File: src/rtl/membus_bridge_pkg.sv
// Shared definitions for the membus_bridge block: bus widths, backing store size
// and the sequencing state type.
package membus_bridge_pkg;

    localparam int unsigned ADDR_W    = 17;
    localparam int unsigned MEM_BYTES = 65536;

    typedef enum logic [2:0] {
        StIdle,
        StAcc0,
        StAcc1,
        StCap,
        StResp
    } state_e;

endpackage

File: src/rtl/membus_bridge_if.sv
// CPU-side request/response channel of membus_bridge.
//   req_*  : request (valid/ready) carrying write flag, halfword flag, address, data
//   rsp_*  : response (valid/ready) carrying read data and range-error flag
// master modport = CPU / request producer, slave modport = bridge.
interface membus_bridge_if;
    import membus_bridge_pkg::*;

    logic              req_valid;
    logic              req_ready;
    logic              req_write;
    logic              req_half;
    logic [ADDR_W-1:0] req_addr;
    logic [15:0]       req_wdata;
    logic              rsp_valid;
    logic              rsp_ready;
    logic [15:0]       rsp_rdata;
    logic              rsp_err;

    modport master (
        output req_valid, req_write, req_half, req_addr, req_wdata, rsp_ready,
        input  req_ready, rsp_valid, rsp_rdata, rsp_err
    );

    modport slave (
        input  req_valid, req_write, req_half, req_addr, req_wdata, rsp_ready,
        output req_ready, rsp_valid, rsp_rdata, rsp_err
    );

endinterface

File: src/rtl/membus_bridge.sv
// membus_bridge: turns byte/halfword CPU requests into single-byte strobes for a
// memory controller with 1-cycle synchronous read, range-checks addresses and
// returns little-endian read data. One request in flight.
// Ports:
//   clk, rst_n      clock, asynchronous active-low reset
//   bus             request/response channel (slave side)
//   mem_addr_o      byte address to memctl
//   mem_wdata_o     byte write data to memctl
//   mem_write_en_o  write strobe
//   mem_read_en_o   read strobe
//   mem_rdata_i     read data, valid the cycle after mem_read_en_o
module membus_bridge
    import membus_bridge_pkg::*;
#(
    parameter int unsigned MemBytes = MEM_BYTES
) (
    input  logic              clk,
    input  logic              rst_n,
    membus_bridge_if.slave    bus,
    output logic [ADDR_W-1:0] mem_addr_o,
    output logic [7:0]        mem_wdata_o,
    output logic              mem_write_en_o,
    output logic              mem_read_en_o,
    input  logic [7:0]        mem_rdata_i
);

    state_e            state_q;
    logic [ADDR_W-1:0] addr_q;
    logic [15:0]       wdata_q;
    logic              write_q;
    logic              half_q;

    logic              req_ready_q;
    logic              rsp_valid_q;
    logic [15:0]       rsp_rdata_q;
    logic              rsp_err_q;
    logic [ADDR_W-1:0] mem_addr_q;
    logic [7:0]        mem_wdata_q;
    logic              mem_we_q;
    logic              mem_re_q;

    logic              range_err;
    logic              accept;

    // A halfword at the last byte would need addr+1 beyond the store, so it is
    // rejected too; this guarantees addr+1 never wraps.
    always_comb begin
        range_err = (32'(bus.req_addr) >= MemBytes) ||
                    (bus.req_half && (32'(bus.req_addr) == MemBytes - 1));
    end

    assign accept = bus.req_valid && req_ready_q;

    always_ff @(posedge clk or negedge rst_n) begin
        if (!rst_n) begin
            state_q     <= StIdle;
            addr_q      <= '0;
            wdata_q     <= '0;
            write_q     <= 1'b0;
            half_q      <= 1'b0;
            req_ready_q <= 1'b0;
            rsp_valid_q <= 1'b0;
            rsp_rdata_q <= '0;
            rsp_err_q   <= 1'b0;
            mem_addr_q  <= '0;
            mem_wdata_q <= '0;
            mem_we_q    <= 1'b0;
            mem_re_q    <= 1'b0;
        end else begin
            unique case (state_q)
                StIdle: begin
                    // Ready rises on the first edge after reset release.
                    req_ready_q <= 1'b1;
                    if (accept) begin
                        addr_q      <= bus.req_addr;
                        wdata_q     <= bus.req_wdata;
                        write_q     <= bus.req_write;
                        half_q      <= bus.req_half;
                        req_ready_q <= 1'b0;
                        rsp_rdata_q <= '0;
                        if (range_err) begin
                            state_q     <= StResp;
                            rsp_valid_q <= 1'b1;
                            rsp_err_q   <= 1'b1;
                        end else begin
                            state_q     <= StAcc0;
                            rsp_err_q   <= 1'b0;
                            mem_addr_q  <= bus.req_addr;
                            mem_wdata_q <= bus.req_wdata[7:0];
                            mem_we_q    <= bus.req_write;
                            mem_re_q    <= !bus.req_write;
                        end
                    end
                end
                StAcc0: begin
                    if (half_q) begin
                        // Keep the same strobe type, move to the upper byte.
                        state_q     <= StAcc1;
                        mem_addr_q  <= addr_q + ADDR_W'(1);
                        mem_wdata_q <= wdata_q[15:8];
                    end else begin
                        mem_we_q <= 1'b0;
                        mem_re_q <= 1'b0;
                        if (write_q) begin
                            state_q     <= StResp;
                            rsp_valid_q <= 1'b1;
                        end else begin
                            state_q <= StCap;
                        end
                    end
                end
                StAcc1: begin
                    mem_we_q <= 1'b0;
                    mem_re_q <= 1'b0;
                    if (write_q) begin
                        state_q     <= StResp;
                        rsp_valid_q <= 1'b1;
                    end else begin
                        // Data for the byte0 read issued in StAcc0.
                        rsp_rdata_q[7:0] <= mem_rdata_i;
                        state_q          <= StCap;
                    end
                end
                StCap: begin
                    if (half_q) begin
                        rsp_rdata_q[15:8] <= mem_rdata_i;
                    end else begin
                        rsp_rdata_q[7:0] <= mem_rdata_i;
                    end
                    state_q     <= StResp;
                    rsp_valid_q <= 1'b1;
                end
                StResp: begin
                    if (bus.rsp_ready) begin
                        state_q     <= StIdle;
                        rsp_valid_q <= 1'b0;
                        req_ready_q <= 1'b1;
                    end
                end
                default: begin
                    state_q     <= StIdle;
                    rsp_valid_q <= 1'b0;
                    mem_we_q    <= 1'b0;
                    mem_re_q    <= 1'b0;
                end
            endcase
        end
    end

    assign bus.req_ready  = req_ready_q;
    assign bus.rsp_valid  = rsp_valid_q;
    assign bus.rsp_rdata  = rsp_rdata_q;
    assign bus.rsp_err    = rsp_err_q;
    assign mem_addr_o     = mem_addr_q;
    assign mem_wdata_o    = mem_wdata_q;
    assign mem_write_en_o = mem_we_q;
    assign mem_read_en_o  = mem_re_q;

endmodule

File: src/flat_wrapper.sv
// flat-port wrapper written by rule: the top's interface ports become plain ports
module membus_bridge_flat import membus_bridge_pkg::*;
#(
    parameter int unsigned MemBytes = MEM_BYTES
)
  (clk, rst_n, mem_addr_o, mem_wdata_o, mem_write_en_o, mem_read_en_o, mem_rdata_i, bus_req_valid, bus_req_write, bus_req_half, bus_req_addr, bus_req_wdata, bus_rsp_ready, bus_req_ready, bus_rsp_valid, bus_rsp_rdata, bus_rsp_err);
  membus_bridge_if bus_i ();
  input  logic clk;
  input  logic rst_n;
  output logic [ADDR_W-1:0] mem_addr_o;
  output logic [7:0] mem_wdata_o;
  output logic mem_write_en_o;
  output logic mem_read_en_o;
  input  logic [7:0] mem_rdata_i;
  input wire logic [$bits(bus_i.req_valid)-1:0] bus_req_valid;
  input wire logic [$bits(bus_i.req_write)-1:0] bus_req_write;
  input wire logic [$bits(bus_i.req_half)-1:0] bus_req_half;
  input wire logic [$bits(bus_i.req_addr)-1:0] bus_req_addr;
  input wire logic [$bits(bus_i.req_wdata)-1:0] bus_req_wdata;
  input wire logic [$bits(bus_i.rsp_ready)-1:0] bus_rsp_ready;
  output wire logic [$bits(bus_i.req_ready)-1:0] bus_req_ready;
  output wire logic [$bits(bus_i.rsp_valid)-1:0] bus_rsp_valid;
  output wire logic [$bits(bus_i.rsp_rdata)-1:0] bus_rsp_rdata;
  output wire logic [$bits(bus_i.rsp_err)-1:0] bus_rsp_err;
  assign bus_i.req_valid = bus_req_valid;
  assign bus_i.req_write = bus_req_write;
  assign bus_i.req_half = bus_req_half;
  assign bus_i.req_addr = bus_req_addr;
  assign bus_i.req_wdata = bus_req_wdata;
  assign bus_i.rsp_ready = bus_rsp_ready;
  assign bus_req_ready = bus_i.req_ready;
  assign bus_rsp_valid = bus_i.rsp_valid;
  assign bus_rsp_rdata = bus_i.rsp_rdata;
  assign bus_rsp_err = bus_i.rsp_err;
  membus_bridge #(.MemBytes(MemBytes)) u_core (.clk(clk), .rst_n(rst_n), .bus(bus_i), .mem_addr_o(mem_addr_o), .mem_wdata_o(mem_wdata_o), .mem_write_en_o(mem_write_en_o), .mem_read_en_o(mem_read_en_o), .mem_rdata_i(mem_rdata_i));
endmodule
File: config.mk
export PLATFORM = sky130hd
export DESIGN_NAME = membus_bridge_flat
export DESIGN_NICKNAME = d
export VERILOG_FILES = /design/src/rtl/membus_bridge_pkg.sv /design/src/rtl/membus_bridge_if.sv /design/src/rtl/membus_bridge.sv /design/src/flat_wrapper.sv
export SDC_FILE = /design/constraint.sdc
export NUM_CORES = 1
export LEC_CHECK = 0
export ABC_AREA = 0
export BUFFER_PORTS_ARGS = -buffer_cell sky130_fd_sc_hd__buf_2
export CAP_MARGIN = 30
export CORE_UTILIZATION = 35
export DETAILED_ROUTE_END_ITERATION = 16
export GPL_TIMING_DRIVEN = 0
export HOLD_SLACK_MARGIN = 0.1
export PLACE_DENSITY = 0.61
export SYNTH_ARGS = -nofsm -noshare
export SYNTH_HDL_FRONTEND = slang
export SYNTH_SLANG_ARGS = --single-unit
File: constraint.sdc
create_clock -name clk -period 3.1 [get_ports clk]
set_input_delay 0.465 -clock clk [delete_from_list [all_inputs] [get_ports clk]]
set_output_delay 0.465 -clock clk [all_outputs]
set_load 0.05 [all_outputs]
-- Word level (Yosys, flattened, before mapping)
Index checks and enable logic that the tools add are counted.
- flip-flop bits (word level): 84
- input port bits: 47
- output and inout port bits: 46
- word-level logic and storage cells: 86
- $add $sub $neg: 1
- $lt $le $gt $ge: 1
- equality and inequality tests: 14
- muxes and demuxes: 37
- bitwise operators: 1
- reduce and logical (&&, ||, !) cells: 18
- operator list (kind ; count):
    2-to-1 mux 17 bit ; 3
    2-to-1 mux 8 bit ; 6
    one-hot mux 17 bit (2 select lines) ; 1
    one-hot mux 8 bit (2 select lines) ; 2
    one-hot mux 8 bit (3 select lines) ; 1
    adder 17 x 1 -> 17 bit (second input constant) ; 1
    == test 17 x 16 -> 1 bit (second input constant) ; 1
    greater-or-equal comparator 17 bit (second input constant) ; 1
    2-to-1 mux 16 bit ; 1
    AND reduction 4 bit ; 4
    2-to-1 mux 3 bit ; 5
    one-hot mux 3 bit (5 select lines) ; 1
    2-to-1 mux 1 bit ; 13
    inequality test 2 bit (second input constant) ; 5
    inequality test 2 x 1 -> 1 bit (second input constant) ; 4
    == test 3 x 2 -> 1 bit (second input constant) ; 2
    one-hot mux 1 bit (3 select lines) ; 2
    AND reduction 2 bit ; 3
    nonzero test 2 bit ; 3
    one-hot mux 1 bit (5 select lines) ; 1
    == test 3 x 1 -> 1 bit (second input constant) ; 1
    == test 3 bit (second input constant) ; 1
    logical NOT 3 bit ; 1
    AND reduction 3 bit ; 1
    7 further kinds ; 8

-- Longest topological paths before layout
Gate-level depths: netlist of the first run.
- depth after elaboration: 6
- mapped depth: 8

-- Worst setup path before layout of the first run
OpenSTA, ideal clock, no wires.
- path type: register to register
- start: register u_core.req_ready_q (netlist: u_core.bus.req_ready)
- end: register u_core.mem_addr_q[0] (netlist: u_core.mem_addr_o[0])
- data arrival time: 1.812 ns
- required time: 2.975 ns
- setup slack: 1.164 ns
- cell stages (with the launch flop): 7
- buffers on the path: 1
- period minus slack after synthesis: 1.936 ns
- cells stage by stage: dfrtp_1 -> nand2_1 -> nor3_2 -> a21bo_2 -> buf_6 -> nand2_8 -> mux2_2
- longest elaborated chain between the ends: 3
- ends and longest elaborated chain (item ; RTL line ; text):
    from (decl) ; membus_bridge.sv:33 ; logic req_ready_q;
    from (signal assigned) ; membus_bridge.sv:61 ; req_ready_q <= 1'b0;
    from (signal assigned) ; membus_bridge.sv:73 ; req_ready_q <= 1'b1;
    from (signal assigned) ; membus_bridge.sv:79 ; req_ready_q <= 1'b0;
    logical AND 1 bit ; membus_bridge.sv:52 ; assign accept = bus.req_valid && req_ready_q;
    inequality test 2 x 1 -> 1 bit (no source line) ; -- ;
    AND reduction 4 bit (no source line) ; -- ;
    to (signal assigned) ; membus_bridge.sv:88 ; mem_addr_q <= bus.req_addr;
    to (signal assigned) ; membus_bridge.sv:99 ; mem_addr_q <= addr_q + ADDR_W'(1);
    to (decl) ; membus_bridge.sv:37 ; logic [ADDR_W-1:0] mem_addr_q;
Every way passes these cells.
A chain may end at the register's enable or synchronous reset.

-- Worst setup path in the final report of the first run
- start: register u_core.state_q[1]
- end: register u_core.mem_addr_q[15] (netlist: u_core.mem_addr_o[15])
- longest elaborated chain between the ends: 3
- elaborated cells between the ends (all ways): 8
- classes of those cells: eq/ne (4); mux (1); reduce/logical (3)
- ends and longest elaborated chain (item ; RTL line ; text):
    from (decl) ; membus_bridge.sv:27 ; state_e state_q;
    from (signal assigned) ; membus_bridge.sv:56 ; state_q <= StIdle;
    from (signal assigned) ; membus_bridge.sv:82 ; state_q <= StResp;
    from (signal assigned) ; membus_bridge.sv:86 ; state_q <= StAcc0;
    == test 3 x 1 -> 1 bit / logical NOT 3 bit (equally long branches) ; membus_bridge.sv:70 ; unique case (state_q)
    inequality test 2 x 1 -> 1 bit (no source line) (tied with other cells) ; -- ;
    AND reduction 4 bit (no source line) ; -- ;
Several ways; a longest one is shown, not always the timed one.

==> metrics.yaml, run 1 <==
detailed_routing:
  dr.pass1.iters: 4
  drt_wl_total_um: 9057
  avgViaCountPerCell: 5.040
  ant_nets: 0
  routedWlPerCell_um: 15.07
  vias: 3029
  drt-initial-drc-count: 103
  drc: 0
timing:
  hold_slack_ps: 94.70
  hold_viol: 0
  worstMarginPinSlew_ps: 692.4
  slew_headroom_pct: 53.59
  finalSetupTns_ps: 0
  finalMaxSlewViolations: 0
  skew_ps: 8.352
  setup_viol: 0
  timing.fmax_mhz: 475.5
  min_period_over_period_pct: 67.84
  post-route-min-period_ps: 2103
  rsz0062_at_grt: "false"
clock_network:
  cts.sinks: 76
  cts_made_buffers: 9
  cts_tree: "done"
  clk_pin_slew_ps: 80
  cts-root-buf: "clkbuf_8"
  cts_setup_buffers: 0
  cts_resized: 0
  clk_latency_ps: 340
  cts_buffer_depth: 2
  ctsHoldBuffers: 0
  htree_levels: 3
synth:
  netlist_area_sq_mm: 0.003672
  synth_area_leaders: "dfrtp_1, mux2_2, nand3_1"
  syn_nets: 404
  syn_inst: 356
  async_reset_ff_share_pct: 100.0
  ys_types: 42
  synth_edf_count: 0
  ys_ff_latch: 76
  synth_top_area_cell: "dfrtp_1"
  yosys-top-cells-count: "dfrtp_1, mux2_2, nand2_1"
  synth_most_common_cell: "dfrtp_1"
  syn-mean-instance-area_sq_um: 10.32
  synth_top_area_share_pct: 51.79
  synth-seq-area-share_pct: 51.79
  yosysWarnings: 0
  synth_flop_cell: "dfrtp_1"
critical_path:
  crit_path_end_kind: "flop"
  critPathLaunchType: "flop"
  max_stage_delay_ps: 580
  critical_path.top_delay_family: "buffers and inverters"
  cp_num_buf_inv: 2
  crit_required_ps: 3320
  crit_arrival_ps: 2330
  cp_slowest_cell: "nor3_2"
  crit_start: "u_core.state_q[1]"
  cp_common_cell: "buf_2"
  crit_chain: "buf_2 > nor3_2 > buf_2 > a21oi_1 > mux2_1"
  crit_type: "flop to flop"
  timing.rr.start: "u_core.state_q[1]"
  crit_fanout: 10
pwr:
  p_leak_uw: 0.002050
  p_per_area_mw_per_mm2: 1156
  max-vdd-ir-drop_mv: 0.5823
floorplan:
  std_cell_rows: 37
  die_area_sq_mm: 0.01091
  fp.dieW_um: 104.4
  start_util_pct: 35.89
  ios: 93
  core_sq_mm: 0.01023
  die_h_um: 104.4
final_layout:
  finalInstanceArea_sq_mm: 0.004551
  drive_gt1_share_pct: 34.41
  n_antenna_cell: 0
  utilization_pct: 44.48
  area_delta_synth_final_pct: 23.92
  layout.nets: 508
global_route:
  gr-usage-all-layers_pct: 17.12
  antenna_found_initial: 0
  grt.overflow.total: 0
  grt_max_degree: 40
  grt_pass1_wl_um: 14680
  grt_pass1_vias: 2946
place:
  placed_area_sq_mm: 0.004325
  gp_congestion: 0.8385
  portBuffers: 92
  hpwl_um: 6739
outcome:
  status: "completed"
flow_run:
  max_cap_viol_count: 0
hold_path:
  worst_hold_path_type: "primary input to async pin"
==> final timing paths <==
path	endpoint	slack [ps]	cells after the start
worst max-delay path	u_core.mem_addr_o[15]	1000	5
worst min-delay path	u_core.bus.rsp_rdata[9]	90	1
worst max register to register	u_core.mem_addr_o[15]	1000	5
worst min register to register	u_core.mem_addr_o[15]	490	1
max in group asynchronous	u_core.mem_addr_o[2]	2420	2
min in group clk	u_core.mem_read_en_o	330	2
==> routing by layer <==
layer	GRT usage [%]	vias up	routed length, um
li1	-	1462	-
met1	22.24	1477	4177
met2	28.33	81	4368
met3	4.135	9	421
met4	4.796	0	89
met5	0	-	0
==> cells by family (layout without fill, tap and decap cells) <==
family / after synthesis / in the layout / share of synthesized area (%)
flip-flops: 76 / 76 / 51.79
XOR/XNOR: 15 / 15 / 3.578
buffers and inverters: 40 / 149 / 5.383
multiplexers: 42 / 42 / 12.57
adder cells (fa/ha/maj): 1 / 1 / 0.3407
AO/OA/AOI/OAI: 76 / 76 / 11.92
AND/OR/NAND/NOR: 106 / 106 / 14.41
==> cell type report <==
cell class	instances	area, sq um
timing repair buffer	93	483.0
fill	1030	5680
clock inverter	5	83.83
multi-input combinational	240	1573
sequential	76	1902
inverter	20	75.07
clock buffer	11	141.4
tap	136	170.2
buffer	20	122.6
==> worst register-to-register path: cells and delay by family (launching register included) <==
kind / cells / cell delay (ps)
flip-flops: 1 / 360
buffers and inverters: 2 / 600
AO/OA/AOI/OAI: 1 / 140
AND/OR/NAND/NOR: 1 / 580
multiplexers: 1 / 300
==> where the power goes <==
part | switching (uW) | total [uW] | internal, uW | leakage (uW)
clock network | 374 | 853 | 479 | 0.000106
registers | 322 | 1760 | 1440 | 0.000936
logic | 1770 | 2640 | 875 | 0.00101
==> metrics by stage <==
stage               setup slack [ps]  total power [uW]  std cells
floorplan                       1164              3782        356
global placement               985.3              4385        584
detailed placement              1002              4444        585
CTS                            979.2              5314        601
global route                   947.6              5587        601
finish                         996.8              5262        601
==> state kept, by name, summed over array words and instances, names as in the netlist <==
name	cells
u_core.bus.rsp_err	1
u_core.mem_wdata_o	8
u_core.wdata_q	8
u_core.write_q	1
u_core.bus.rsp_rdata	16
u_core.mem_write_en_o	1
u_core.mem_read_en_o	1
u_core.addr_q	17
u_core.mem_addr_o	17
u_core.state_q	3
u_core.bus.rsp_valid	1
u_core.half_q	1
u_core.bus.req_ready	1
==> cells in the final DEF (no fill, tap or decap), types with 4 or more instances in the layout <==
master	Yosys	final
buf_2	5	96
dfrtp_1	76	76
mux2_2	32	32
nand2_1	28	28
nand3_1	27	27
o21ai_0	25	25
a21oi_1	23	23
nor2_1	21	21
inv_1	19	19
clkbuf_8	0	10
clkbuf_1	8	9
mux2i_1	9	9
nor3_1	8	8
nand4_1	8	8
xor2_1	8	8
o21ai_1	7	7
xnor2_1	7	7
o22ai_1	6	6
buf_4	3	4
buf_6	4	4
nor4_1	4	4
Note: power is estimated with default switching activity, not from simulation.
==> run 2, diff against run 1 <==
==> constraint.sdc (replaced) <==
create_clock -name clk -period 2 [get_ports clk]
set_input_delay 0.3 -clock clk [delete_from_list [all_inputs] [get_ports clk]]
set_output_delay 0.3 -clock clk [all_outputs]
set_load 0.05 [all_outputs]
==> run 2 against run 1 <==
  * Non-clock buffer count is 2 higher
  * Total power grew 57%
  * First-iteration DRC count up 4.9%
  * Clock power rose by 56%
  * Final cell count is 0.50% higher
  * Hold slack improved by 75 ps
  * Flip-flop and latch count unchanged
  * Worst setup slack lost 950 ps
  * Critical path depth increased by 2
  * Sequential power grew 57%
  * Critical path type unchanged
  * Largest cell class unchanged
  * Highest routed layer unchanged
==> metrics.yaml, run 2 (synthesis results as in run 1) <==
detailed_routing:
  dr.pass1.iters: 4  # unchanged
  drt-initial-drc-count: 108  # +4.9%
  ant_nets: 0  # unchanged
  drc: 0  # unchanged
  routedWlPerCell_um: 15.26  # +1.3%
  vias: 3047  # +0.59%
  avgViaCountPerCell: 5.045  # about the same
  drt_wl_total_um: 9217  # +1.8%
global_route:
  grt_pass1_wl_um: 14670  # about the same
  grt_max_degree: 40  # unchanged
  gr-usage-all-layers_pct: 17.12  # about the same
  grt_pass1_vias: 2938  # -0.27%
  antenna_found_initial: 0  # unchanged
  grt.overflow.total: 0  # unchanged
timing:
  layout_setup_ws_ps: 49.30  # -947.5 ps
  worstMarginPinSlew_ps: 532.6  # -159.8 ps
  setup_viol: 0  # unchanged
  slew_headroom_pct: 64.49  # +11 points
  skew_ps: 11.08  # +2.727 ps
  rsz0062_at_grt: "true"
  finalMaxSlewViolations: 0  # unchanged
  min_period_over_period_pct: 97.53  # +30 points
  hold_viol: 0  # unchanged
  timing.fmax_mhz: 512.6  # +7.8%
  post-route-min-period_ps: 1951  # -152.5 ps
  hold_slack_ps: 169.6  # +74.93 ps
clock_network:
  cts-root-buf: "clkbuf_8"
  htree_levels: 3  # unchanged
  clk_latency_ps: 350  # about the same
  cts_buffer_depth: 2  # unchanged
  cts_tree: "done"
  cts_made_buffers: 9  # unchanged
  clk_pin_slew_ps: 80  # about the same
  cts.sinks: 76  # unchanged
floorplan:
  fp.dieW_um: 104.4  # unchanged
  core_sq_mm: 0.01023  # unchanged
  die_area_sq_mm: 0.01091  # unchanged
  ios: 93  # unchanged
  std_cell_rows: 37  # unchanged
  start_util_pct: 35.89  # unchanged
  die_h_um: 104.4  # unchanged
critical_path:
  crit_chain: "buf_6 > or3_4 > nor3_2 > a21bo_2 > buf_8 > nand2_8 > mux2_2"
  crit_arrival_ps: 2180  # -150 ps
  critPathLaunchType: "flop"
  cp_num_buf_inv: 2  # unchanged
  cp_slowest_cell: "or3_4"
  crit_start: "u_core.state_q[2]"
  crit_fanout: 7  # -3
  timing.rr.start: "u_core.state_q[2]"
  crit_path_end_kind: "flop"
  crit_type: "flop to flop"
  critical_path.top_delay_family: "simple AND/OR/NAND/NOR gates"
  crit_required_ps: 2230  # -1090 ps
  max_stage_delay_ps: 400  # -180 ps
final_layout:
  layout.nets: 511  # +0.59%
  final_common_cell: "buf_2"
  layout_common_cells: "buf_2, dfrtp_1, mux2_2"
  finalInstanceArea_sq_mm: 0.004611  # +1.3%
  drive_gt1_share_pct: 35.68  # +1.3 points
  area_delta_synth_final_pct: 25.55
  n_antenna_cell: 0  # unchanged
  post_layout_nonfiller_instances: 604  # +0.50%
pwr:
  p_per_area_mw_per_mm2: 1787  # +55%
  max-vdd-ir-drop_mv: 0.9031  # +55%
  p_leak_uw: 0.002071  # +1.0%
  finalPower_uw: 8240  # +57%
hold_path:
  hp-start: "bus_req_write"
  worst_hold_path_type: "primary input to flop"
place:
  portBuffers: 92  # unchanged
  hpwl_um: 6739  # unchanged
  placed_area_sq_mm: 0.004325  # unchanged
  place_worst_setup_slack_ps: -98.05  # -1100 ps
  post-place-cells: 585  # unchanged
  gp_congestion: 0.8385  # unchanged
outcome:
  status: "completed"
flow_run:
  max_cap_viol_count: 0  # unchanged
run 2: stage by stage:
stage,TNS [ps],util (%)
floorplan,0,-
global placement,-395.0,42.06
detailed placement,-514.6,42.28
CTS,0,44.59
global route,-2.145,45.07
finish,0,45.07
run 2: cell type report:
type                    instances  area, sq um
plain buffers                  19        122.6
clock buffers                  11        141.4
clock inverters                 5        83.83
fillers                      1027         5620
inverters                      20        75.07
multi-input cells             241         1607
flip-flops and latches         76         1903
well taps                     136        170.2
repair buffers                 96        508.0
run 2: repair_timing:
item / CTS / global route
buffers inserted: 0 / 2
endpoints found under the hold margin: 38 / 0
gates resized for setup: 1 / 9
hold buffers: 1 / 0
gates cloned: 0 / 1
setup endpoints to repair: 11 / 48
pin swaps: 0 / 0
run 2: worst paths after layout:
path                                            to  cells past startpoint  slack [ps]
min reg2reg                  u_core.mem_addr_o[15]                      1         490
max in group asynchronous         u_core.addr_q[1]                      3         930
min in group asynchronous  u_core.bus.rsp_rdata[9]                      2         480
max                           u_core.mem_addr_o[0]                      7          50
min                           u_core.mem_read_en_o                      2         170
max reg2reg                   u_core.mem_addr_o[0]                      7          50
run 2: worst register-to-register path: stages (launching register included):
cell	delay, ps
dfrtp_1	380
buf_6	130
or3_4	400
nor3_2	100
a21bo_2	260
buf_8	140
nand2_8	90
mux2_2	330
run 2: layer usage:
layer / wire length, um / global-route usage (%) / up-vias
li1: - / - / 1473
met1: 4206 / 22.25 / 1463
met2: 4382 / 28.29 / 100
met3: 525 / 4.135 / 11
met4: 103 / 4.796 / 0
met5: 0 / 0 / -
run 2: power breakdown:
part | leakage, uW | switching [uW] | total [uW] | internal, uW
logic | 0.00103 | 2760 | 4150 | 1390
clock network | 0.000106 | 586 | 1330 | 742
registers | 0.000934 | 520 | 2760 | 2240
==> run 3, diff against run 2 <==
--- a/config.mk
+++ b/config.mk
@@ -8,11 +8,11 @@
 export ABC_AREA = 0
 export BUFFER_PORTS_ARGS = -buffer_cell sky130_fd_sc_hd__buf_2
 export CAP_MARGIN = 30
-export CORE_UTILIZATION = 35
+export CORE_UTILIZATION = 52
 export DETAILED_ROUTE_END_ITERATION = 16
 export GPL_TIMING_DRIVEN = 0
 export HOLD_SLACK_MARGIN = 0.1
-export PLACE_DENSITY = 0.61
+export PLACE_DENSITY = 0.82
 export SYNTH_ARGS = -nofsm -noshare
 export SYNTH_HDL_FRONTEND = slang
 export SYNTH_SLANG_ARGS = --single-unit
==> run 3 against run 2 <==
  * Worst setup slack got worse by 6.3 ps
  * Cell area fell by 0.73%
  * Core utilization rose by 22 points
  * Maximum frequency fell by 0.32%
  * Global-route usage rose by 6.4 points
  * Largest cell class unchanged
  * Largest power group unchanged
  * Highest routed layer unchanged
==> metrics.yaml, run 3 (synthesis results as in run 1) <==
clock_network:
  cts_buffer_depth: 2  # unchanged
  htree_levels: 3  # unchanged
  cts_made_buffers: 9  # unchanged
  cts_tree: "done"
  cts-root-buf: "clkbuf_8"
  clk_latency_ps: 350  # about the same
  cts.sinks: 76  # unchanged
  clk_pin_slew_ps: 80  # about the same
global_route:
  gr-usage-all-layers_pct: 23.55  # +6.4 points
  grt_pass1_vias: 2904  # -1.2%
  grt_pass1_wl_um: 13520  # -7.9%
  grt_max_degree: 55  # +38%
  grt.overflow.total: 0  # unchanged
  antenna_found_initial: 0  # unchanged
pwr:
  p_per_area_mw_per_mm2: 1807  # +1.1%
  p_leak_uw: 0.002070  # about the same
  max-vdd-ir-drop_mv: 0.9608  # +6.4%
  finalPower_uw: 8270  # +0.38%
place:
  place_worst_setup_slack_ps: 4.040  # +102.1 ps
  post-place-cells: 545  # -6.8%
  gp_congestion: 0.8478  # +1.1%
  hpwl_um: 6122  # -9.2%
  portBuffers: 92  # unchanged
  placed_area_sq_mm: 0.004283  # -0.98%
critical_path:
  cp_slowest_cell: "or3_4"
  timing.rr.end: "u_core.mem_addr_o[10]"
  critical_path.top_delay_family: "simple AND/OR/NAND/NOR gates"
  crit_arrival_ps: 2200  # +20 ps
  cp-endpoint: "u_core.mem_addr_o[10]"
  critPathLaunchType: "flop"
  crit_fanout: 11  # +4
  cp_num_buf_inv: 2  # unchanged
  max_stage_delay_ps: 400  # about the same
  crit_type: "flop to flop"
  timing.rr.start: "u_core.state_q[2]"
  reg2regPathDepth: 7  # unchanged
  crit_chain: "buf_6 > or3_4 > nor3_2 > a21bo_2 > buf_12 > nand2_8 > mux2_2"
  crit_path_end_kind: "flop"
  cp.depth: 7  # unchanged
  crit_required_ps: 2240  # about the same
  r2r_slack_ps: 40  # about the same
  crit_start: "u_core.state_q[2]"
timing:
  min_period_over_period_pct: 97.85  # +0.32 points
  post-route-min-period_ps: 1957  # +6.334 ps
  hold_viol: 0  # unchanged
  layout_setup_ws_ps: 42.97  # -6.334 ps
  worstMarginPinSlew_ps: 483.7  # -48.95 ps
  rsz0062_at_grt: "true"
  setup_viol: 0  # unchanged
  slew_headroom_pct: 67.75  # +3.3 points
  skew_ps: 7.801  # -3.279 ps
  timing.fmax_mhz: 511.0  # -0.32%
  finalMaxSlewViolations: 0  # unchanged
detailed_routing:
  ant_nets: 0  # unchanged
  dr.pass1.iters: 4  # unchanged
  drt-initial-drc-count: 167  # +55%
  vias: 3041  # -0.20%
  drt_wl_total_um: 8602  # -6.7%
  avgViaCountPerCell: 5.401  # +7.1%
  routedWlPerCell_um: 15.28  # +0.12%
  drc: 0  # unchanged
floorplan:
  start_util_pct: 54.05  # +18 points
  fp.dieW_um: 86.04  # -18%
  die_h_um: 86.04  # -18%
  ios: 93  # unchanged
  die_area_sq_mm: 0.007402  # -32%
  std_cell_rows: 30  # -19%
  core_sq_mm: 0.006794  # -34%
final_layout:
  area_delta_synth_final_pct: 24.63
  finalInstanceArea_sq_mm: 0.004577  # -0.73%
  final_common_cell: "buf_2"
  multi_input_area_sq_mm: 0.001619  # +0.78%
  n_antenna_cell: 0  # unchanged
  seq_area_sq_mm: 0.001903  # unchanged
  layout_common_cells: "buf_2, dfrtp_1, mux2_2"
  drive_gt1_share_pct: 35.76  # +0.076 points
  utilization_pct: 67.37  # +22 points
  layout.nets: 510  # -0.20%
  post_layout_nonfiller_instances: 563  # -6.8%
  fill_cells: 535  # -48%
flow_run:
  max_cap_viol_count: 0  # unchanged
hold_path:
  hold_depth: 2  # unchanged
  worst_hold_path_type: "primary input to flop"
outcome:
  status: "completed"
[run 3: changes by cell type in the layout (fill, tap and decap cells not counted), sizes merged]
cell	before	now
buf	107	105
clkbuf	18	19
[run 3: how the worst min path moves through the flow]
stage                         startpoint              endpoint  slack, ps
CTS                        bus_req_write  u_core.mem_read_en_o        140
floorplan                          rst_n      u_core.addr_q[0]          4
global route               bus_req_write  u_core.mem_read_en_o        160
finish                     bus_req_write  u_core.mem_read_en_o        150
global placement    u_core.mem_read_en_o  u_core.mem_read_en_o        470
detailed placement                 rst_n     u_core.state_q[1]        220
[run 3: repair_timing]
item	in CTS	in global routing
endpoints found under the hold margin	22	0
hold buffers	1	0
gates resized for setup	1	9
endpoints found under the setup margin	1	35
buffers inserted	0	1
cloned	0	1
[run 3: layout make-up]
cell class / instances / area share [%]
Sequential cell: 76 / 41.58
Inverter: 20 / 1.640
Buffer: 19 / 2.761
Clock buffer: 11 / 3.089
Clock inverter: 5 / 1.832
Timing Repair Buffer: 95 / 11.10
Multi-Input combinational cell: 241 / 35.37
Tap cell: 96 / 2.624
[run 3: report_power, final]
group / internal, uW / switching, uW / total, uW
sequential: 2240 / 541 / 2780
clock: 741 / 580 / 1320
combinational: 1400 / 2770 / 4170
total: 4380 / 3890 / 8270
[run 3: per-layer routing]
layer,GRT usage (%),wire length (um),vias up,share of wire [%]
met1,29.80,3765,1453,44
li1,-,-,1473,-
met3,3.465,429,17,5.0
met5,0,0,-,0
met4,12.42,204,0,2.4
met2,39.18,4203,98,49
[run 3: per-stage QoR]
step,hold WS [ps],TNS (ps)
2_1_floorplan,4.409,0
3_3_place_gp,471.5,-14.68
3_5_place_dp,221.1,0
4_1_cts,139.1,0
5_1_grt,155.5,-5.614
6_report,145.5,0
